## src/rtl/sdspi_arb_pkg.sv

```systemverilog
// ---------------------------------------------------------------------------
// sdspi_arb_pkg : shared types and defaults for the SD-SPI host arbiter (rev 1.0)
// ---------------------------------------------------------------------------
`default_nettype none

package sdspi_arb_pkg;

  localparam int DEF_RST_CYCLES   = 16;
  localparam int DEF_BUSY_TIMEOUT = 1 << 24;

  typedef enum logic [2:0] {
    INIT_RST  = 3'd0,
    INIT_WAIT = 3'd1,
    IDLE      = 3'd2,
    OWNED     = 3'd3,
    RECOVER   = 3'd4
  } arb_state_t;

  typedef struct packed {
    logic        r_block;
    logic        r_multi_block;
    logic        r_byte;
    logic        w_block;
    logic        w_byte;
    logic [31:0] addr;
    logic [7:0]  data;
  } sd_cmd_t;

  function automatic int wrap_inc(input int v, input int n);
    return (v + 1 >= n) ? 0 : v + 1;
  endfunction

endpackage

`default_nettype wire

```

## src/rtl/sdspi_arbiter_rr_picker.sv

```systemverilog
// ---------------------------------------------------------------------------
// rr_picker : combinational round-robin priority encoder (rev 1.0)
// ---------------------------------------------------------------------------
`default_nettype none

module rr_picker #(
  parameter int N_REQ = 2,
  parameter int IW    = 1
) (
  input  logic [N_REQ-1:0] req,
  input  logic [IW-1:0]    ptr,
  output logic [N_REQ-1:0] onehot,
  output logic [IW-1:0]    idx,
  output logic             valid
);

  logic [IW:0] cand;

  // Scan from ptr upward and wrap; the first requester found wins.
  always_comb begin
    onehot = '0;
    idx    = '0;
    valid  = 1'b0;
    cand   = '0;
    for (int k = 0; k < N_REQ; k++) begin
      cand = {1'b0, ptr} + (IW+1)'(k);
      if (cand >= (IW+1)'(N_REQ)) cand = cand - (IW+1)'(N_REQ);
      if (!valid && req[cand[IW-1:0]]) begin
        valid                 = 1'b1;
        idx                   = cand[IW-1:0];
        onehot[cand[IW-1:0]]  = 1'b1;
      end
    end
  end

endmodule

`default_nettype wire

```

## src/rtl/sdspi_arbiter.sv

```systemverilog
// ---------------------------------------------------------------------------
// sdspi_arbiter : shares one SD-SPI host among N_REQ requesters (rev 1.0)
// ---------------------------------------------------------------------------
`default_nettype none

module sdspi_arbiter
  import sdspi_arb_pkg::*;
#(
  parameter int N_REQ        = 2,
  parameter int RST_CYCLES   = DEF_RST_CYCLES,
  parameter int BUSY_TIMEOUT = DEF_BUSY_TIMEOUT,
  parameter int W_TO         = 25
) (
  input  logic                 clk,
  input  logic                 rst_n,
  input  logic [N_REQ-1:0]     req,
  output logic [N_REQ-1:0]     grant,
  input  logic [N_REQ-1:0]     req_r_block,
  input  logic [N_REQ-1:0]     req_r_multi_block,
  input  logic [N_REQ-1:0]     req_r_byte,
  input  logic [N_REQ-1:0]     req_w_block,
  input  logic [N_REQ-1:0]     req_w_byte,
  input  logic [32*N_REQ-1:0]  req_block_addr,
  input  logic [8*N_REQ-1:0]   req_data_in,
  output logic [N_REQ-1:0]     req_busy,
  output logic [7:0]           data_out,
  output logic                 host_err,
  output logic                 ready,
  output logic                 timeout,
  output logic                 spi_rst,
  output logic                 spi_r_block,
  output logic                 spi_r_multi_block,
  output logic                 spi_r_byte,
  output logic                 spi_w_block,
  output logic                 spi_w_byte,
  output logic [31:0]          spi_block_addr,
  output logic [7:0]           spi_data_in,
  input  logic                 spi_busy,
  input  logic                 spi_err,
  input  logic [7:0]           spi_data_out
);

  localparam int IW   = (N_REQ > 1) ? $clog2(N_REQ) : 1;
  localparam int RC_W = $clog2(RST_CYCLES + 1);

  arb_state_t       state;
  logic [IW-1:0]    owner;
  logic [IW-1:0]    rr_ptr;
  logic [RC_W-1:0]  rst_cnt;
  logic [W_TO-1:0]  wd_cnt;
  logic [W_TO-1:0]  wd_next;
  logic             wd_fire;

  logic [N_REQ-1:0] pick_onehot;
  logic [IW-1:0]    pick_idx;
  logic             pick_valid;

  sd_cmd_t          cmd [N_REQ];
  sd_cmd_t          host_cmd;

  rr_picker #(
    .N_REQ (N_REQ),
    .IW    (IW)
  ) u_picker (
    .req    (req),
    .ptr    (rr_ptr),
    .onehot (pick_onehot),
    .idx    (pick_idx),
    .valid  (pick_valid)
  );

  // Strobes pass only while the owner still holds its request.
  for (genvar i = 0; i < N_REQ; i++) begin : g_cmd
    logic live;
    assign live   = grant[i] & req[i];
    assign cmd[i] = '{
      r_block:       live & req_r_block[i],
      r_multi_block: live & req_r_multi_block[i],
      r_byte:        live & req_r_byte[i],
      w_block:       live & req_w_block[i],
      w_byte:        live & req_w_byte[i],
      addr:          req_block_addr[32*i +: 32],
      data:          req_data_in[8*i +: 8]
    };
    assign req_busy[i] = grant[i] ? spi_busy : 1'b1;
  end

  always_comb begin
    host_cmd = '0;
    for (int i = 0; i < N_REQ; i++) begin
      if (grant[i]) host_cmd = cmd[i];
    end
  end

  assign spi_r_block       = host_cmd.r_block;
  assign spi_r_multi_block = host_cmd.r_multi_block;
  assign spi_r_byte        = host_cmd.r_byte;
  assign spi_w_block       = host_cmd.w_block;
  assign spi_w_byte        = host_cmd.w_byte;
  assign spi_block_addr    = host_cmd.addr;
  assign spi_data_in       = host_cmd.data;
  assign data_out          = spi_data_out;
  assign host_err          = spi_err;

  assign wd_fire = (wd_cnt >= W_TO'(BUSY_TIMEOUT - 1));
  assign wd_next = (&wd_cnt) ? wd_cnt : wd_cnt + 1'b1;

  always_ff @(posedge clk or negedge rst_n) begin
    if (!rst_n) begin
      state   <= INIT_RST;
      grant   <= '0;
      owner   <= '0;
      rr_ptr  <= '0;
      rst_cnt <= '0;
      wd_cnt  <= '0;
      spi_rst <= 1'b1;
      ready   <= 1'b0;
      timeout <= 1'b0;
    end else begin
      case (state)
        INIT_RST: begin
          spi_rst <= 1'b1;
          ready   <= 1'b0;
          grant   <= '0;
          wd_cnt  <= '0;
          if (rst_cnt == RC_W'(RST_CYCLES - 1)) begin
            state   <= INIT_WAIT;
            spi_rst <= 1'b0;
            rst_cnt <= '0;
          end else begin
            rst_cnt <= rst_cnt + 1'b1;
          end
        end
        INIT_WAIT: begin
          if (!spi_busy) begin
            state  <= IDLE;
            ready  <= 1'b1;
            wd_cnt <= '0;
          end else if (wd_fire) begin
            state   <= RECOVER;
            ready   <= 1'b0;
            timeout <= 1'b1;
            wd_cnt  <= '0;
          end else begin
            wd_cnt <= wd_next;
          end
        end
        IDLE: begin
          wd_cnt <= '0;
          if (pick_valid) begin
            grant <= pick_onehot;
            owner <= pick_idx;
            state <= OWNED;
          end
        end
        OWNED: begin
          // Ownership ends only once the host is idle, so an early req drop
          // still lets the in-flight transfer finish.
          if (!spi_busy) begin
            wd_cnt <= '0;
            if (!req[owner]) begin
              grant  <= '0;
              rr_ptr <= IW'(wrap_inc(int'(owner), N_REQ));
              state  <= IDLE;
            end
          end else if (wd_fire) begin
            grant   <= '0;
            ready   <= 1'b0;
            timeout <= 1'b1;
            wd_cnt  <= '0;
            state   <= RECOVER;
          end else begin
            wd_cnt <= wd_next;
          end
        end
        RECOVER: begin
          grant   <= '0;
          ready   <= 1'b0;
          spi_rst <= 1'b1;
          rst_cnt <= '0;
          wd_cnt  <= '0;
          state   <= INIT_RST;
        end
        default: begin
          state <= INIT_RST;
        end
      endcase
    end
  end

endmodule

`default_nettype wire
```

## config.mk

```make
export PLATFORM = sky130hd
export DESIGN_NAME = sdspi_arbiter
export DESIGN_NICKNAME = d
export VERILOG_FILES = /design/src/rtl/sdspi_arb_pkg.sv /design/src/rtl/sdspi_arbiter_rr_picker.sv /design/src/rtl/sdspi_arbiter.sv
export SDC_FILE = /design/constraint.sdc
export NUM_CORES = 1
export LEC_CHECK = 0
export BUFFER_PORTS_ARGS = -buffer_cell sky130_fd_sc_hd__buf_2
export CORE_UTILIZATION = 47
export DETAILED_ROUTE_END_ITERATION = 8
export PLACE_DENSITY_LB_ADDON = 0.15
export SLEW_MARGIN = 20
export SYNTH_ARGS = -nofsm -noshare
export SYNTH_HDL_FRONTEND = slang
export SYNTH_SLANG_ARGS = --single-unit
```

## constraint.sdc

```tcl
create_clock -name clk -period 5.4 [get_ports clk]
set_input_delay 0.27 -clock clk [delete_from_list [all_inputs] [get_ports clk]]
set_output_delay 0.27 -clock clk [all_outputs]
set_load 0.05 [all_outputs]
```

# [Word-level counts from Yosys, hierarchy flattened]
# Index checks and enable logic that the tools add are counted.
[word_totals] ff_bits=40
[op_classes] add_sub_neg=6 magnitude_cmp=9 eq_ne=11 muxes=47 n_bitwise=15 reduce_logical=20
[ops] operator="$mux 45" count=2
[ops] operator="$mux 25" count=3
[ops] operator="$pmux 25 s2" count=1
[ops] operator="$add 25x1->25 const B" count=1
[ops] operator="$ge 25x24->1 const B" count=1
[ops] operator="$reduce_and 25->1" count=1
[ops] operator="$mux 1" count=21
[ops] operator="$mux 3" count=6
[ops] operator="$and 1x1->1" count=12
[ops] operator="$mux 2" count=6
[ops] operator="$pmux 3 s4" count=1
[ops] operator="$pmux 5 s2" count=1
[ops] operator="$reduce_and 3->1" count=3
[ops] operator="$eq 3x2->1 const B" count=2
[ops] operator="$lt 1x2->1 const B" count=3
[ops] operator="$ne 2x2->1 const B" count=3
[ops] operator="$ne 3x3->1 const B" count=2
[ops] operator="$pmux 2 s3" count=1
[ops] operator="$reduce_and 2->1" count=3
[ops] operator="$reduce_bool 3->1" count=2
[ops] operator="$add 5x1->5 const B" count=1
[ops] operator="$eq 5x4->1 const B" count=1
[ops] operator="$mux 5" count=1
[ops] operator="$add 1x1->2 const B" count=2
[ops] operator="19 further kinds" count=28

# [Logic depth before layout (Yosys ltp)]
# Gate-level depths: netlist of run 1.
[logic_depth] word_depth=11 mapped_depth=7 depth_no_buf=6

# [Cells and area by module]
# From an unflattened synthesis of run 1, not the netlist that was laid out.
[unflattened] cells_unflattened=318 area_unflattened_um2=2722.6
[by_module_without_submodules] module="sdspi_arbiter" instances=1 cells_per_inst=313 area_per_inst_um2=2690.1
[by_module_without_submodules] module="rr_picker" instances=1 cells_per_inst=5 area_per_inst_um2=32.5

# [Least setup slack after synthesis of run 1]
# No wires, ideal clock.
[synth_path] path_type="register to output" startpoint="register grant[1]" endpoint="output port spi_r_block" arrival_ns=2.089 t_required_ns=5.130 path_slack_ns=3.041 stages_incl_launch_ff=4 n_path_buf=2 path_cell_list="dfrtp_1 > clkbuf_1 > clkbuf_1 > o21ai_0"
[synth_between] elab_chain_cells=3
[synth_rtl] item="start, declared" line="sdspi_arbiter.sv:17" rtl="output logic [N_REQ-1:0] grant,"
[synth_rtl] item="start signal, assigned" line="sdspi_arbiter.sv:151" rtl="grant <= pick_onehot;"
[synth_rtl] item="$and 1x1->1" line="sdspi_arbiter.sv:75" rtl="assign live = grant[i] & req[i];"
[synth_rtl] item="$and 1x1->1" line="sdspi_arbiter.sv:77" rtl="r_block: live & req_r_block[i],"
[synth_rtl] item="$mux 45 *" line="sdspi_arbiter.sv:91" rtl="if (grant[i]) host_cmd = cmd[i];"
[synth_rtl] item="end, declared" line="sdspi_arbiter.sv:31" rtl="output logic spi_r_block,"
# Every way passes the cells marked *; elsewhere a longest branch is shown, timed or not.

# [Final worst setup path of run 1]
[layout_path] startpoint="register grant[1]" endpoint="output port spi_block_addr[12]"
[layout_between] elab_chain_cells=1
[layout_rtl] item="$mux 45" line="sdspi_arbiter.sv:91"
[layout_rtl] item="end, declared" line="sdspi_arbiter.sv:36" rtl="output logic [31:0] spi_block_addr,"
# Every way passes these cells.

==> results of run 1 <==
flip-flops by register name, indices dropped and copies added (netlist names):
| signal | count |
|---|---|
| ready | 1 |
| owner | 1 |
| grant | 2 |
| state | 3 |
| rr_ptr | 1 |
| wd_cnt | 25 |
| timeout | 1 |
| rst_cnt | 5 |
| spi_rst | 1 |
kinds of logic after synthesis:
family / share of synthesized area
buf+inv: 0.05901
xor+xnor: 0.04554
fa+ha+maj: 0.009292
flops: 0.3722
simple gates: 0.2607
compound gates: 0.2416
mux: 0.01162
cell type report:
cell class                      count  share of cell area
Sequential cell                    40              0.2890
Timing Repair Buffer              148              0.2150
Clock buffer                        7             0.02201
Tap cell                           72             0.02597
Multi-Input combinational cell    233              0.4423
Inverter                            4            0.004329
Clock inverter                      1            0.001443
worst register-to-register path, cell delays in order, from the launching register on:
cell,delay [ns]
sky130_fd_sc_hd__dfrtp_1,0.52
sky130_fd_sc_hd__o21a_4,0.36
sky130_fd_sc_hd__nor3_2,0.54
sky130_fd_sc_hd__nand4_1,0.20
sky130_fd_sc_hd__xor2_1,0.18
sky130_fd_sc_hd__nor2_1,0.05
synthesized netlist by cell type (2+ instances only):
master,n
sky130_fd_sc_hd__inv_1,4
sky130_fd_sc_hd__o22ai_1,2
sky130_fd_sc_hd__nand2b_1,4
sky130_fd_sc_hd__nand2_1,34
sky130_fd_sc_hd__o21a_1,3
sky130_fd_sc_hd__clkbuf_1,16
sky130_fd_sc_hd__nor3_1,7
sky130_fd_sc_hd__xnor2_1,2
sky130_fd_sc_hd__a21o_1,2
sky130_fd_sc_hd__nor4_4,2
sky130_fd_sc_hd__and2_1,4
sky130_fd_sc_hd__and3_1,2
sky130_fd_sc_hd__a21oi_1,6
sky130_fd_sc_hd__nand3_2,2
sky130_fd_sc_hd__nand4_1,9
sky130_fd_sc_hd__mux2i_1,2
sky130_fd_sc_hd__buf_4,9
sky130_fd_sc_hd__xor2_1,12
sky130_fd_sc_hd__a22o_1,40
sky130_fd_sc_hd__dfrtp_1,39
sky130_fd_sc_hd__nand3_1,15
sky130_fd_sc_hd__nor2_1,26
sky130_fd_sc_hd__or2_2,5
sky130_fd_sc_hd__nand3b_1,2
sky130_fd_sc_hd__ha_1,2
sky130_fd_sc_hd__o21ai_0,22
sky130_fd_sc_hd__or3_1,2
sky130_fd_sc_hd__a21oi_2,3
sky130_fd_sc_hd__nor2b_1,3
power by group:
group / switching, W / total [W] / internal (W)
logic: 0.000837 / 0.00111 / 0.000277
clock network: 0.000103 / 0.000194 / 0.0000907
registers: 0.0000349 / 0.000367 / 0.000332
metal layers:
metal  share of wire  vias up  track usage
met5               0        -            0
met4           0.020        0       0.1000
met3           0.065       16      0.06824
met2            0.51       88       0.4381
met1            0.41     1324       0.3184
li1                -     1354            -
stage by stage:
| step | setup slack (ns) | hold WS, ns | total power (W) | util | cell area, um^2 |
|---|---|---|---|---|---|
| floorplan | 3.041 | -0.02559 | 0.001247 | - | 2693 |
| global placement | 3.439 | 0.4389 | 0.001488 | 0.6151 | 3387 |
| detailed placement | 3.440 | 0.4445 | 0.001488 | 0.6151 | 3387 |
| CTS | 3.117 | 0.1220 | 0.001684 | 0.6299 | 3468 |
| global route | 2.993 | 0.1808 | 0.001752 | 0.6299 | 3468 |
| finish | 3.124 | 0.08829 | 0.001675 | 0.6299 | 3468 |
worst max path at each step:
stage / to / slack, ns / cells past startpoint
final: spi_block_addr[12] / 3.12 / 5
after global routing: spi_block_addr[12] / 2.99 / 5
after CTS: spi_block_addr[12] / 3.12 / 5
after detailed placement: spi_block_addr[12] / 3.44 / 5
after global placement: spi_block_addr[12] / 3.44 / 5
after floorplan: spi_r_block / 3.04 / 3
==> results by group, run 1 <==
Cells and area
  – Leading cell types in the layout, fill and taps excluded: sky130_fd_sc_hd__buf_2 (146), sky130_fd_sc_hd__a22o_1 (40), sky130_fd_sc_hd__dfrtp_1 (39), sky130_fd_sc_hd__nand2_1 (34), sky130_fd_sc_hd__nor2_1 (26)
  – Most common cell after layout, fill and taps aside: sky130_fd_sc_hd__buf_2
  – Finished Layout Cells: 505
  – Total Nets Final: 538
  – Area occupied by registers: 0.001002 mm^2
  – Share of post-route cells with drive strength above 1: 0.4042
  – Footprint of the multi-input gates: 0.001534 mm^2
  – Synth-to-Final Area Change: 28.81%
  – Filler cell count: 490
  – Diodes inserted: 0

Setup path
  – Setup slack of the worst register-to-register path: 3.42 ns
  – CP Class: register to primary output
  – Family of cells with the greatest summed delay on the critical path: buffers and inverters
  – Critical Path Most Common Cell: sky130_fd_sc_hd__buf_4
  – Reg2reg start: state[0]
  – Maximum fanout count along the critical path: 54
  – Endpoint class of the critical path: primary output
  – Critical-path top delay cell: sky130_fd_sc_hd__dfrtp_1
  – Required arrival time at the worst endpoint: 5.13 ns
  – First element of the critical path: grant[1]
  – Endpoint of the most critical register-to-register path: wd_cnt[22]
  – Length in cells of the worst reg-to-reg path: 5
  – Buffers plus inverters on the worst setup path: 3
  – Worst EP arrival: 2.01 ns
  – Kind of start point of the critical path: register
  – Max stage delay on crit path: 0.36 ns
  – Sequence of cells on the critical path: buf_4, nor2b_2, buf_4, a22o_1, buf_2

Synth
  – Synthesized cell area: 0.002693 mm^2
  – Synth area leader: sky130_fd_sc_hd__dfrtp_1
  – Post-Syn Instances: 304
  – Share of the yosys chip area belonging to registers: 0.3722
  – Synth Register Bits: 40
  – Dominant register cell in the synthesized netlist: sky130_fd_sc_hd__dfrtp_1
  – Syn_area_per_cell: 8.857 um^2
  – Synth async-reset ratio: 1.000
  – Area share of the largest cell type after synthesis: 0.3625
  – Syn nets: 410
  – Count of flip-flops with a built-in enable after synthesis: 0
  – Total of warnings raised by yosys: 0
  – Number of distinct standard cells referenced by the synthesized netlist: 52
  – Top cells by area, synth: sky130_fd_sc_hd__dfrtp_1 (36%), sky130_fd_sc_hd__a22o_1 (13%), sky130_fd_sc_hd__nand2_1 (4.7%)

Drt
  – Total Wirelength: 8.005 mm
  – Routed WL per cell: 15.85 um
  – DR iter-0 viols: 129
  – Drc violations: 0
  – Number of routed nets with antenna violations: 0
  – Number of optimization iterations in the first detailed-route pass: 4
  – Drt via density: 5.509
  – DR vias: 2,782

STA
  – Final hold vios: 0
  – Worst Max-Slew Pin Slew: 0.8810 ns
  – Worst max-slew margin expressed relative to the limit: 0.4127
  – Crit share post-route: 0.4215
  – Highest Clock Rate: 439.4 MHz
  – Final critical-path required period: 2.276 ns
  – Final Slew Violations: 0
  – RSZ-0062 raised after global routing: false
  – Clock Skew: 0.01045 ns
  – Setup tns final: 0 ns
  – Setup-failing EPs final: 0

Clocking
  – H-tree depth: 2
  – Deepest clock path buffer count: 2
  – Clock network latency to the later pin of the worst-skew pair: 0.30 ns
  – Root Buffer: sky130_fd_sc_hd__clkbuf_8
  – Count of instances resized after the clock tree is built: 0
  – Clock transition at the registers of the reported paths: 0.08 ns
  – Number of buffers created by CTS: 5
  – Buffers inserted by post-CTS timing repair: 0
  – CTS hold repair buffers: 0
  – Number of clock sinks seen by CTS: 40
  – TritonCTS clock tree: done

Run status
  – Result of the run: completed

Hold path
  – Min-delay worst type: input pin to async pin

Flow run
  – Count of maximum capacitance violations: 0

Power
  – Leak Pwr: 1.752 nW
  – Maximum vdd ir drop: 0.4383 mV
  – Power density relative to cell area: 483.0 mW/mm^2

Global routing
  – Pin count of the biggest net entering global routing: 55
  – Antenna violations before repair: 0
  – Global-route wire length before repair: 12.27 mm
  – Number of global-route vias before repair: 2,480
  – Overall Global Routing Usage: 0.2607
  – Remaining Overflow, GRT: 0

Placement
  – Final weighted congestion in routability-driven placement: 0.8253
  – Number of instances in the placed design: 497
  – Detailed placer's ending HPWL: 6.223 mm
  – I/O Buffers: 146

Die
  – Starting utilization of the core area: 0.4890
  – Core area: 0.005507 mm^2
  – I/O pin count: 165
  – Row count: 27
  – DIE WIDTH: 77.69 um
  – Area of the die: 0.006036 mm^2
  – Floorplan die height: 77.69 um
No activity file was read; power rests on OpenSTA's default activity.
==> run 2, diff against run 1 <==
--- a/config.mk
+++ b/config.mk
@@ -6,7 +6,7 @@
 export NUM_CORES = 1
 export LEC_CHECK = 0
 export BUFFER_PORTS_ARGS = -buffer_cell sky130_fd_sc_hd__buf_2
-export CORE_UTILIZATION = 47
+export CORE_UTILIZATION = 44
 export DETAILED_ROUTE_END_ITERATION = 8
 export PLACE_DENSITY_LB_ADDON = 0.15
 export SLEW_MARGIN = 20
==> constraint.sdc (replaced) <==
create_clock -name clk -period 2.25 [get_ports clk]
set_input_delay 0.1125 -clock clk [delete_from_list [all_inputs] [get_ports clk]]
set_output_delay 0.1125 -clock clk [all_outputs]
set_load 0.05 [all_outputs]
==> run 2 against run 1 <==
Effect of this change:
- sequential power is 140% higher
- wire length decreased by 1.6%
- critical path depth up 2
- critical endpoint is now wd_cnt[7]
- largest power group unchanged
==> results by group, run 2 (same netlist as run 1, synthesis figures left out) <==
Setup path
  – Critical Path Sink: wd_cnt[7]
  – Required arrival time at the worst endpoint: 2.42 ns
  – First element of the critical path: wd_cnt[0]
  – Reg2reg start: wd_cnt[0]
  – CP Class: register to register
  – Path length in cells of the critical path: 7
  – Length in cells of the worst reg-to-reg path: 7
  – Family of cells with the greatest summed delay on the critical path: simple AND/OR/NAND/NOR gates
  – Setup slack of the worst register-to-register path: 0.28 ns
  – Maximum fanout count along the critical path: 17
  – Endpoint class of the critical path: register
  – Worst EP arrival: 2.14 ns
  – Kind of start point of the critical path: register
  – Buffers plus inverters on the worst setup path: 1
  – Sequence of cells on the critical path: ha_1, a21oi_1, nor4_4, a21oi_2, buf_4, nor2_8, o21ai_0
  – Critical-path top delay cell: sky130_fd_sc_hd__dfrtp_1
  – Endpoint of the most critical register-to-register path: wd_cnt[7]
  – Max stage delay on crit path: 0.42 ns

STA
  – Worst max-slew margin expressed relative to the limit: 0.3993
  – RSZ-0062 raised after global routing: false
  – Hold slack: 0.1660 ns
  – Highest Clock Rate: 508.5 MHz
  – Final hold vios: 0
  – Final Slew Violations: 0
  – Setup-failing EPs final: 0
  – Final critical-path required period: 1.967 ns
  – Clock Skew: 0.008936 ns
  – Setup tns final: 0 ns
  – Crit share post-route: 0.8740
  – Worst Max-Slew Pin Slew: 0.9011 ns

Power
  – Internal portion of total power: 0.001718 W
  – Net switching share of the total power: 0.5722
  – Sequential fraction of design power: 0.217
  – Clock Power Share: 0.124
  – Maximum vdd ir drop: 1.152 mV
  – Overall power after layout: 0.004017 W
  – Power density relative to cell area: 1140 mW/mm^2
  – Net switching power: 0.002298 W
  – Leak Pwr: 1.785 nW
  – Combinational power share: 0.659

Drt
  – Routed WL per cell: 15.35 um
  – DR vias: 2,718
  – Number of optimization iterations in the first detailed-route pass: 4
  – Drt via density: 5.298
  – DR iter-0 viols: 106
  – Number of routed nets with antenna violations: 0
  – Total Wirelength: 7.874 mm
  – Drc violations: 0

Die
  – Area of the die: 0.006436 mm^2
  – I/O pin count: 165
  – Row count: 28
  – Floorplan die height: 80.23 um
  – Starting utilization of the core area: 0.4548
  – Core area: 0.005921 mm^2
  – DIE WIDTH: 80.23 um

Cells and area
  – Filler cell count: 541
  – Total Nets Final: 543
  – Diodes inserted: 0
  – Number of flip-flops under the largest register name: 25
  – Finished Layout Cells: 513
  – Footprint of the multi-input gates: 0.001534 mm^2
  – Register with the most flip-flops: wd_cnt
  – Biggest registers after layout: wd_cnt x25, rst_cnt x5, state x3
  – Area occupied by registers: 0.001002 mm^2
  – Synth-to-Final Area Change: 30.86%
  – Final design instance area without fill: 0.003523 mm^2
  – Leading cell types in the layout, fill and taps excluded: sky130_fd_sc_hd__buf_2 (146), sky130_fd_sc_hd__a22o_1 (40), sky130_fd_sc_hd__dfrtp_1 (39), sky130_fd_sc_hd__nand2_1 (34), sky130_fd_sc_hd__nor2_1 (26)
  – Most common cell after layout, fill and taps aside: sky130_fd_sc_hd__buf_2
  – Share of post-route cells with drive strength above 1: 0.4132

Placement
  – I/O Buffers: 146
  – Final weighted congestion in routability-driven placement: 0.8288
  – Cell Area, Placed: 0.003421 mm^2
  – Number of instances in the placed design: 504
  – Detailed placer's ending HPWL: 6.143 mm

Hold path
  – Min-delay worst type: input pin to register

Clocking
  – H-tree depth: 2
  – Number of clock sinks seen by CTS: 40
  – Count of instances resized after the clock tree is built: 0
  – Clock network latency to the later pin of the worst-skew pair: 0.30 ns
  – CTS hold repair buffers: 1
  – Buffers inserted by post-CTS timing repair: 0
  – Number of buffers created by CTS: 5
  – Root Buffer: sky130_fd_sc_hd__clkbuf_8
  – Clock transition at the registers of the reported paths: 0.08 ns
  – Deepest clock path buffer count: 2
  – TritonCTS clock tree: done

Flow run
  – Count of maximum capacitance violations: 0

Run status
  – Result of the run: completed

Global routing
  – Remaining Overflow, GRT: 0
  – Global-route wire length before repair: 11.27 mm
  – Antenna violations before repair: 0
  – Overall Global Routing Usage: 0.2346
  – Number of global-route vias before repair: 2,338
  – Pin count of the biggest net entering global routing: 54
[run 2: cell types whose count changed in the layout (fill, tap and decap cells not counted)]
cell / delta
sky130_fd_sc_hd__buf_4: +4
sky130_fd_sc_hd__clkbuf_1: -2
sky130_fd_sc_hd__clkbuf_8: +1
sky130_fd_sc_hd__clkinv_2: +1
sky130_fd_sc_hd__dlygate4sd3_1: +1
[run 2: power by group through the flow]
stage | sequential, W | clock (W) | combinational (W)
after floorplan | 0.000965 | 0 | 0.00203
after global placement | 0.000878 | 0 | 0.00265
after detailed placement | 0.000884 | 0 | 0.00265
after CTS | 0.000870 | 0.000511 | 0.00266
after global routing | 0.000879 | 0.000538 | 0.00281
final | 0.000872 | 0.000498 | 0.00265
[run 2: worst register-to-register path: stages, from the launching register on]
cell                      delay (ns)
sky130_fd_sc_hd__dfrtp_1        0.42
sky130_fd_sc_hd__ha_1           0.28
sky130_fd_sc_hd__a21oi_1        0.11
sky130_fd_sc_hd__nor4_4         0.35
sky130_fd_sc_hd__a21oi_2        0.14
sky130_fd_sc_hd__buf_4          0.19
sky130_fd_sc_hd__nor2_8         0.21
sky130_fd_sc_hd__o21ai_0        0.13
[run 2: worst min path at each step]
| stage | slack (ns) | endpoint | start | depth (start not counted) |
|---|---|---|---|---|
| global placement | 0.23 | data_out[2] | spi_data_out[2] | 0 |
| global route | 0.18 | state[1] | spi_busy | 2 |
| floorplan | -0.18 | grant[0] | rst_n | 0 |
| CTS | 0.16 | rr_ptr | req[0] | 4 |
| detailed placement | 0.23 | data_out[2] | spi_data_out[2] | 0 |
| finish | 0.17 | state[1] | spi_busy | 2 |
[run 2: per-stage QoR]
stage	utilization	setup WS, ns
after floorplan	-	0.04813
after global placement	0.5778	0.3654
after detailed placement	0.5778	0.2988
after CTS	0.5951	0.2844
after global routing	0.5951	0.08877
final	0.5951	0.2834
[run 2: per-layer routing]
| metal | GRT usage | share of wire | vias up |
|---|---|---|---|
| met5 | 0 | 0 | - |
| met4 | 0.1000 | 0.022 | 0 |
| met3 | 0.05227 | 0.057 | 6 |
| met2 | 0.4094 | 0.52 | 86 |
| met1 | 0.2751 | 0.41 | 1258 |
| li1 | - | - | 1368 |
[run 2: cell type report]
cell class / instances / share of cell area
Sequential cell: 40 / 0.2844
Clock buffer: 6 / 0.02344
Multi-Input combinational cell: 233 / 0.4354
Tap cell: 75 / 0.02663
Inverter: 4 / 0.004261
Timing Repair Buffer: 153 / 0.2230
Clock inverter: 2 / 0.002841
==> run 3, diff against run 2 <==
--- a/config.mk
+++ b/config.mk
@@ -12,4 +12,5 @@
 export SLEW_MARGIN = 20
 export SYNTH_ARGS = -nofsm -noshare
 export SYNTH_HDL_FRONTEND = slang
+export SYNTH_HIERARCHICAL = 1
 export SYNTH_SLANG_ARGS = --single-unit
==> run 3 against run 2 <==
Effect of this change:
- total power is 12% higher
- global-route usage is 0.39 points higher
- clock power is 65% higher
- non-clock buffer count is 5 higher
- setup slack better by 0.0082 ns
- maximum frequency is 0.42% higher
- critical path type unchanged
- critical endpoint is now wd_cnt[12]
- largest cell class unchanged
- highest routed layer unchanged
==> results by group, run 3 <==
Hold path
  – Min-delay worst type: input pin to register

Setup path
  – First element of the critical path: wd_cnt[9]
  – Required arrival time at the worst endpoint: 2.43 ns
  – Setup slack of the worst register-to-register path: 0.29 ns
  – Kind of start point of the critical path: register
  – Endpoint of the most critical register-to-register path: wd_cnt[12]
  – Endpoint class of the critical path: register
  – Length in cells of the worst reg-to-reg path: 6
  – Critical Path Sink: wd_cnt[12]
  – CP Class: register to register
  – Worst EP arrival: 2.14 ns
  – Reg2reg start: wd_cnt[9]
  – Maximum fanout count along the critical path: 14

Global routing
  – Overall Global Routing Usage: 0.2384
  – Number of global-route vias before repair: 2,609
  – Global-route wire length before repair: 12.08 mm
  – Remaining Overflow, GRT: 0
  – Pin count of the biggest net entering global routing: 56
  – Antenna violations before repair: 0

Cells and area
  – Total Nets Final: 561
  – Utilization after layout: 0.6172
  – Share of post-route cells with drive strength above 1: 0.3925
  – Synth-to-Final Area Change: 35.02%
  – Biggest registers after layout: wd_cnt x25, rst_cnt x5, state x3
  – Register with the most flip-flops: wd_cnt
  – Leading cell types in the layout, fill and taps excluded: sky130_fd_sc_hd__buf_2 (146), sky130_fd_sc_hd__a22o_1 (40), sky130_fd_sc_hd__dfrtp_1 (39), sky130_fd_sc_hd__nand2_1 (32), sky130_fd_sc_hd__o21ai_0 (25)
  – Filler cell count: 551
  – Diodes inserted: 0
  – Finished Layout Cells: 531
  – Number of flip-flops under the largest register name: 25
  – Most common cell after layout, fill and taps aside: sky130_fd_sc_hd__buf_2

Synth
  – Simple-Gate Fraction of Synth Area: 0.2367
  – Synth async-reset ratio: 1.000
  – Top cells by area, synth: sky130_fd_sc_hd__dfrtp_1 (36%), sky130_fd_sc_hd__a22o_1 (13%), sky130_fd_sc_hd__o21ai_0 (4.6%)
  – Dominant register cell in the synthesized netlist: sky130_fd_sc_hd__dfrtp_1
  – Compound-Gate Fraction of Synth Area: 0.2707
  – Post-synthesis xor/xnor area fraction: 0.02895
  – Area share of the largest cell type after synthesis: 0.3585
  – Synth area leader: sky130_fd_sc_hd__dfrtp_1
  – Synthesized cell area: 0.002723 mm^2
  – Share of cell area taken by muxes after synthesis: 0.01884
  – Post-Syn Instances: 318
  – Synth Register Bits: 40
  – Count leader, synth: sky130_fd_sc_hd__a22o_1
  – Total of warnings raised by yosys: 6
  – Dominant combinational cell family by area after synthesis: compound AO/OA/AOI/OAI gates
  – Most frequent cells after synthesis: sky130_fd_sc_hd__a22o_1 (40), sky130_fd_sc_hd__dfrtp_1 (39), sky130_fd_sc_hd__nand2_1 (32)
  – Adder-cell share of the synthesized area: 0.009191
  – Number of distinct standard cells referenced by the synthesized netlist: 47
  – Share of the yosys chip area belonging to registers: 0.3681
  – Syn nets: 424
  – Syn_area_per_cell: 8.562 um^2
  – Count of flip-flops with a built-in enable after synthesis: 0

STA
  – Setup tns final: 0 ns
  – Highest Clock Rate: 510.6 MHz
  – Clock Skew: 0.006654 ns
  – Worst Max-Slew Pin Slew: 0.8846 ns
  – RSZ-0062 raised after global routing: false
  – Final hold vios: 0
  – Setup-failing EPs final: 0
  – Final critical-path required period: 1.958 ns
  – Worst max-slew margin expressed relative to the limit: 0.4103
  – Hold slack: 0.1169 ns
  – Final Slew Violations: 0
  – Crit share post-route: 0.8704

Drt
  – Number of routed nets with antenna violations: 0
  – Number of optimization iterations in the first detailed-route pass: 4
  – Metal-1 WL: 3.471 mm
  – Routed WL per cell: 14.73 um
  – Highest metal layer with signal wires: met4
  – Detail Route met3 WL: 468 um
  – Met2 layer wire length in the routed design: 3.803 mm
  – Total Wirelength: 7.824 mm
  – DR iter-0 viols: 192
  – DR vias: 2,895
  – Drc violations: 0
  – Drt via density: 5.452

Placement
  – Detailed placer's ending HPWL: 5.841 mm
  – Final weighted congestion in routability-driven placement: 0.8516
  – I/O Buffers: 146
  – Number of instances in the placed design: 522

Power
  – Power density relative to cell area: 1222 mW/mm^2
  – Internal portion of total power: 0.002088 W
  – Net switching power: 0.002405 W
  – Clock Power Share: 0.183
  – Maximum vdd ir drop: 1.051 mV
  – Net switching share of the total power: 0.5352
  – Combinational power share: 0.616
  – Leak Pwr: 1.814 nW
  – Overall power after layout: 0.004493 W
  – Sequential fraction of design power: 0.202

Clocking
  – Buffers inserted by post-CTS timing repair: 0
  – H-tree depth: 2
  – Root Buffer: sky130_fd_sc_hd__clkbuf_8
  – Number of clock sinks seen by CTS: 40
  – Number of buffers created by CTS: 5
  – Deepest clock path buffer count: 2
  – Clock network latency to the later pin of the worst-skew pair: 0.30 ns
  – Clock transition at the registers of the reported paths: 0.08 ns
  – TritonCTS clock tree: done

Run status
  – Result of the run: completed

Die
  – Core area: 0.005956 mm^2
  – DIE WIDTH: 80.66 um
  – Floorplan die height: 80.66 um
  – Row count: 28
  – Starting utilization of the core area: 0.4571
  – Area of the die: 0.006506 mm^2
  – I/O pin count: 165

Flow run
  – Count of maximum capacitance violations: 0
## run 3: changes by cell type after synthesis, moves of 4 or more
cell,change
sky130_fd_sc_hd__xor2_1,-7
sky130_fd_sc_hd__a21oi_1,+6
sky130_fd_sc_hd__inv_1,+6
sky130_fd_sc_hd__nand3_1,+6
sky130_fd_sc_hd__nor2_1,-6
sky130_fd_sc_hd__and3_1,+5
sky130_fd_sc_hd__a22oi_1,+4
sky130_fd_sc_hd__nor3_1,+4
## run 3: critical path: stages (launching register included)
cell and delay (ns):
sky130_fd_sc_hd__dfrtp_1 0.44, sky130_fd_sc_hd__nand4_4 0.18, sky130_fd_sc_hd__nor4_2 0.50, sky130_fd_sc_hd__o211ai_4 0.26
sky130_fd_sc_hd__a21oi_2 0.26, sky130_fd_sc_hd__buf_12 0.15, sky130_fd_sc_hd__a21oi_1 0.04
## run 3: worst min path at each step
stage / depth (start not counted) / end / slack [ns] / from
after floorplan: 0 / grant[0] / -0.18 / rst_n
after global placement: 0 / host_err / 0.23 / spi_err
after detailed placement: 0 / host_err / 0.23 / spi_err
after CTS: 3 / state[2] / 0.11 / spi_busy
after global routing: 3 / state[2] / 0.13 / spi_busy
final: 3 / state[2] / 0.12 / spi_busy
## run 3: final cells by class
| class | count | area (um^2) | share of cell area |
|---|---|---|---|
| multi-input combinational | 240 | 1548 | 0.4210 |
| timing repair buffer | 158 | 835.8 | 0.2274 |
| clock inverter | 3 | 90.09 | 0.02451 |
| inverter | 10 | 37.54 | 0.01021 |
| sequential | 40 | 1002 | 0.2726 |
| tap | 75 | 93.84 | 0.02553 |
| clock buffer | 5 | 68.82 | 0.01872 |
## run 3: logic make-up after synthesis
group	after synthesis
simple gates	122
compound gates	102
flops	40
buf+inv	38
xor+xnor	9
mux	5
fa+ha+maj	2
## run 3: through the flow
stage	worst slack [ns]	instance area, um^2
2_1_floorplan	0.01971	2723
3_3_place_gp	0.3352	3498
5_1_grt	0.08529	3676
3_5_place_dp	0.2388	3498
6_report	0.2916	3676
4_1_cts	0.2156	3667
## run 3: timing repair
| item | in CTS | in global routing |
|---|---|---|
| endpoints found under the setup margin | 0 | 3 |
| hold buffers | 1 | 0 |
| resized for setup | 0 | 1 |
| hold endpoints to repair | 39 | 0 |
## run 3: power groups by stage
stage          Clock (W)  Sequential, W  Combinational (W)
4_1_cts         0.000834       0.000904            0.00277
6_report        0.000821       0.000906            0.00277
2_1_floorplan          0        0.00101            0.00210
3_3_place_gp           0       0.000917            0.00275
5_1_grt         0.000862       0.000920            0.00294
3_5_place_dp           0       0.000918            0.00276
## run 3: routing by layer
| layer | vias up | global-route usage |
|---|---|---|
| met3 | 10 | 0.05568 |
| met5 | - | 0 |
| met2 | 100 | 0.3915 |
| li1 | 1448 | - |
| met1 | 1337 | 0.3142 |
| met4 | 0 | 0.05893 |
